**config.mk**
```make
export PLATFORM = sky130hd
export DESIGN_NAME = aes_rcon_seq
export DESIGN_NICKNAME = d
export VERILOG_FILES = /design/src/rtl/aes_pkg.sv /design/src/rtl/aes_gf_xtime.sv /design/src/rtl/aes_rcon_seq.sv
export SDC_FILE = /design/constraint.sdc
export NUM_CORES = 1
export LEC_CHECK = 0
export ABC_CLOCK_PERIOD_IN_PS = 2000
export CORE_MARGIN = 3
export CORE_UTILIZATION = 45
export DETAILED_ROUTE_END_ITERATION = 16
export HOLD_SLACK_MARGIN = 0.15
export PLACE_DENSITY = 0.81
export SETUP_SLACK_MARGIN = 0.3
export SYNTH_ARGS = -nofsm -noshare
export SYNTH_HDL_FRONTEND = slang
export SYNTH_SLANG_ARGS = --single-unit
```
**constraint.sdc**
```tcl
create_clock -name clk -period 2 [get_ports clk]
set_clock_uncertainty 0.2 [all_clocks]
set_input_delay 0.2 -clock clk [delete_from_list [all_inputs] [get_ports clk]]
set_output_delay 0.2 -clock clk [all_outputs]
set_load 0.005 [all_outputs]
```
**src/rtl/aes_pkg.sv**
```systemverilog
// Shared AES constants: key-size encodings, schedule lengths and round-constant seeds.
// Helpers map a (normalised) mode onto its sequence length and reverse seed.
package aes_pkg;

   localparam logic [1:0] AES128 = 2'd0;
   localparam logic [1:0] AES192 = 2'd1;
   localparam logic [1:0] AES256 = 2'd2;

   localparam int LEN_128 = 10;
   localparam int LEN_192 = 8;
   localparam int LEN_256 = 7;

   localparam logic [7:0] SEED_128  = 8'h36;
   localparam logic [7:0] SEED_192  = 8'h80;
   localparam logic [7:0] SEED_256  = 8'h40;
   localparam logic [7:0] RCON_INIT = 8'h01;

   typedef enum logic {
      IDLE = 1'b0,
      RUN  = 1'b1
   } ctrl_state_t;

   // The reserved encoding runs the AES-128 schedule.
   function automatic logic [1:0] norm_mode(input logic [1:0] m);
      return (m == 2'd3) ? AES128 : m;
   endfunction

   function automatic logic [3:0] last_idx(input logic [1:0] m);
      case (m)
         AES192:  return 4'(LEN_192 - 1);
         AES256:  return 4'(LEN_256 - 1);
         default: return 4'(LEN_128 - 1);
      endcase
   endfunction

   function automatic logic [7:0] rev_seed(input logic [1:0] m);
      case (m)
         AES192:  return SEED_192;
         AES256:  return SEED_256;
         default: return SEED_128;
      endcase
   endfunction

endpackage

```
**src/rtl/aes_gf_xtime.sv**
```systemverilog
// GF(2^8) multiply-by-x and its inverse over the AES polynomial x^8+x^4+x^3+x+1.
// Purely combinational so MixColumns can reuse it.
module aes_gf_xtime (
   input  logic [7:0] b,
   input  logic       inv,
   output logic [7:0] y
);

   logic [7:0] fwd;
   logic [7:0] bwd;

   assign fwd = {b[6:0], 1'b0} ^ (b[7] ? 8'h1b : 8'h00);
   // An odd value had the reduction applied on the way up, so undo it first.
   assign bwd = b[0] ? (((b ^ 8'h1b) >> 1) | 8'h80) : (b >> 1);
   assign y   = inv ? bwd : fwd;

endmodule

```
**src/rtl/aes_rcon_seq.sv**
```systemverilog
// AES round-constant sequencer: forward or reverse rcon walk for 128/192/256-bit keys,
// stepped by adv, restarted by kld, with the byte placed in the top of out.
module aes_rcon_seq
   import aes_pkg::*;
#(
   parameter int OUT_W = 32,
   parameter int CNT_W = 4
) (
   input  logic             clk,
   input  logic             rst,
   input  logic             kld,
   input  logic [1:0]       mode,
   input  logic             dir,
   input  logic             adv,
   output logic [OUT_W-1:0] out,
   output logic [CNT_W-1:0] rcnt,
   output logic             busy,
   output logic             last
);

   ctrl_state_t      state_reg;
   logic [7:0]       byte_reg;
   logic [7:0]       byte_next;
   logic [CNT_W-1:0] rcnt_reg;
   logic             last_reg;
   logic [1:0]       mode_reg;
   logic             dir_reg;

   logic [1:0]       kld_mode;
   logic [CNT_W-1:0] kld_idx;
   logic [CNT_W-1:0] run_idx;
   logic [CNT_W-1:0] rcnt_inc;
   logic [CNT_W-1:0] rcnt_dec;

   assign kld_mode = norm_mode(mode);
   assign kld_idx  = CNT_W'(last_idx(kld_mode));
   assign run_idx  = CNT_W'(last_idx(mode_reg));
   assign rcnt_inc = rcnt_reg + CNT_W'(1);
   assign rcnt_dec = rcnt_reg - CNT_W'(1);

   aes_gf_xtime u_xtime (
      .b   (byte_reg),
      .inv (dir_reg),
      .y   (byte_next)
   );

   always_ff @(posedge clk) begin
      if (rst) begin
         state_reg <= IDLE;
         byte_reg  <= 8'h00;
         rcnt_reg  <= '0;
         last_reg  <= 1'b0;
         mode_reg  <= AES128;
         dir_reg   <= 1'b0;
      end else if (kld) begin
         state_reg <= RUN;
         mode_reg  <= kld_mode;
         dir_reg   <= dir;
         last_reg  <= 1'b0;
         if (dir) begin
            byte_reg <= rev_seed(kld_mode);
            rcnt_reg <= kld_idx;
         end else begin
            byte_reg <= RCON_INIT;
            rcnt_reg <= '0;
         end
      end else if (adv && state_reg == RUN) begin
         if (last_reg) begin
            // Exhausted: rcnt keeps the final index for observation.
            state_reg <= IDLE;
            byte_reg  <= 8'h00;
            last_reg  <= 1'b0;
         end else begin
            byte_reg <= byte_next;
            if (dir_reg) begin
               rcnt_reg <= rcnt_dec;
               last_reg <= (rcnt_dec == '0);
            end else begin
               rcnt_reg <= rcnt_inc;
               last_reg <= (rcnt_inc == run_idx);
            end
         end
      end
   end

   generate
      if (OUT_W == 8) begin : g_out_byte
         assign out = byte_reg;
      end else begin : g_out_word
         assign out = {byte_reg, {(OUT_W-8){1'b0}}};
      end
   endgenerate

   assign rcnt = rcnt_reg;
   assign busy = (state_reg == RUN);
   assign last = last_reg;

endmodule

```
==> flow_metrics.py <==
metrics = {
    "critical_path": {
        "rr_endpoint": "last",
        "worstSetupPathType": "flip-flop to output port",
        "cp.arrival_ps": 1240,
        "path_max_fanout": 8,
        "r2r_cells": 5,
        "path_buf_inv": 1,
        "critPathMaxStageDelay_ps": 520,
        "reg2reg_slack_ps": 400,
        "path_depth": 1,
        "path_delay_family": "buffers and inverters",
        "r2r-start": "rcnt[0]",
        "worst_setup_path_end_kind": "output port",
        "path_cells": "clkdlybuf4s50_1",
        "required_ps": 1600,
        "worst_path_max_delay_cell": "clkdlybuf4s50_1",
        "startpoint_type": "flip-flop",
    },
    "yosys": {
        "synthCells": 161,
        "yosysWarnings": 0,
        "syn_area_per_cell_um2": 8.26,
        "synthArstFlopShare_pct": 0,
        "yosysSeqAreaShare_pct": 25.6,
        "synth_seq_cells": 17,
        "netlist_area_um2": 1330,
        "synth-edff-count": 0,
        "ys_types": 40,
        "ys.flop_type": "dfxtp_1",
    },
    "place": {
        "dp_cells": 207,
        "place_area_um2": 1460,
        "pre_cts_ws_ps": 108,
        "portBuffers": 20,
        "place_hpwl_mm": 1.95,
        "routabilityCongestion": 0.797,
    },
    "cells_and_area": {
        "fin_area_um2": 1520,
        "final_common_cell": "conb_1",
        "area_growth_pct": 13.9,
        "n_antenna_cell": 0,
        "nets": 196,
        "fill_cells": 272,
        "largest_reg_flops": 8,
        "most-common-layout-cells": "conb_1 (24), clkdlybuf4s50_1 (20), nor2_1 (17), a21oi_1 (11), nand2_1 (10)",
        "layout.cells.non_filler": 211,
        "drive_gt1_share_pct": 15.6,
    },
    "hold_path": {
        "worstHoldStart": "mode_reg[0]",
        "hold_end": "mode_reg[0]",
        "holdPathStages": 2,
        "hold_path.class": "flip-flop to flip-flop",
    },
    "timing": {
        "setup_viol": 0,
        "rsz0062_at_grt": "false",
        "final.min_clock_period_ps": 1640,
        "hold_viol_final": 0,
        "period_share_pct": 82.1,
        "fmax_mhz": 609,
        "setup_ws_ps": 358,
        "final_max_slew_viol_count": 0,
        "tns_ps": 0,
    },
    "floorplan": {
        "rows": 19,
        "num_io_pins": 45,
        "fp.dieArea_um2": 3640,
        "die_w_um": 60.4,
        "coreArea_um2": 2780,
        "die_h_um": 60.4,
        "initial_core_util_pct": 47.8,
    },
    "global_route": {
        "grt.total_usage_pct": 14.5,
        "met2_usage_pct": 22.8,
        "grtUsageMet3_pct": 2.34,
        "grt_overflow": 0,
        "grt_max_degree": 16,
        "grt_first_pass_wirelength_mm": 4.05,
        "grt_util_met1_pct": 20.2,
        "top_usage_layer": "met2",
        "antenna_found_initial": 0,
        "grt_pass1_vias": 915,
    },
    "clock_tree": {
        "cts.sinks": 17,
        "path_clk_slew_ps": 110,
        "numCtsBuffers": 3,
        "clk_path_buf_depth": 2,
        "cts_tree": "yes",
        "cts_setup_buffers": 0,
        "clockRootBuffer": "clkbuf_4",
        "cts_hold_buf": 0,
        "cts.repair.resized": 6,
        "htreeDepth": 1,
        "worstSkewPairLatency_ps": 300,
    },
    "detailed_routing": {
        "vias_per_cell": 4.87,
        "vias": 1027,
        "remaining_drc_errors": 0,
        "avgRoutedWirePerCell_um": 11.6,
        "dr.pass1.iters": 6,
        "antenna_left": 0,
        "dr.first_iter.drc_count": 16,
        "wl_mm": 2.44,
    },
    "power_and_ir_drop": {
        "power_mw": 0.822,
        "powerDensity_nw_per_um2": 543,
        "peakVddDrop_uv": 465,
        "leakage_nw": 0.639,
    },
    "run_status": {
        "status": "finished clean",
    },
    "flow_run": {
        "maxCapViolCount": 0,
    },
}
[cell usage after synthesis (all sizes together) (2+ instances only)]
cell | number | area, um^2
a21oi | 11 | 55.1
xnor2 | 9 | 78.8
and3b | 2 | 18.8
inv | 5 | 18.8
mux2 | 3 | 33.8
o21ai | 3 | 15.0
mux2i | 6 | 60.1
dfxtp | 17 | 340
nand2b | 2 | 12.5
nor3 | 6 | 35.0
a221oi | 2 | 17.5
buf | 33 | 239
a311oi | 2 | 17.5
nor2 | 18 | 70.1
xor2 | 4 | 35.0
nand2 | 10 | 37.5
clkbuf | 2 | 7.51
nand3 | 5 | 30.0
ha | 8 | 100
[cell type report]
cell class              instances  area [um^2]  share of cell area, %
clock buffers                   3         22.5                   1.49
multi-input cells             127          817                   53.9
flip-flops and latches         17          360                   23.8
repair buffers                 27          253                   16.7
inverters                       5         18.8                   1.24
clock inverters                 1         5.00                  0.330
well taps                      31         38.8                   2.56
[worst max path at each step]
stage,startpoint,endpoint,slack [ps]
2_1_floorplan,rcnt[0],last,360
3_3_place_gp,mode[0],rcnt[3],130
3_5_place_dp,mode[0],rcnt[2],110
4_1_cts,rcnt[2],rcnt[2],290
5_1_grt,rcnt[2],rcnt[2],300
6_report,rcnt[2],rcnt[2],360
[kinds of logic after synthesis]
group / share of synthesized area, %
compound gates: 13.9
xor+xnor: 8.56
fa+ha+maj: 7.53
buf+inv: 19.9
flops: 25.6
mux: 7.06
other cells: 0.282
simple gates: 17.1
[power breakdown]
group          internal [mW]  total, mW  leakage (nW)  switching, mW
Combinational          0.120      0.229         0.477          0.109
Clock                 0.0747      0.200        0.0177          0.125
Sequential             0.361      0.393         0.145         0.0321
[per-stage QoR]
step / util [%] / hold slack (ps)
2_1_floorplan: - / 104
6_report: 54.5 / 311
3_5_place_dp: 52.5 / 293
3_3_place_gp: 52.5 / 280
4_1_cts: 53.8 / 320
5_1_grt: 54.5 / 362
[metal layers]
layer,up-vias,part of all wire [%]
met5,-,0
met4,0,1.3
met3,2,6.7
met2,35,45
met1,456,46
li1,534,-
Power figures use the tool's default switching activity.
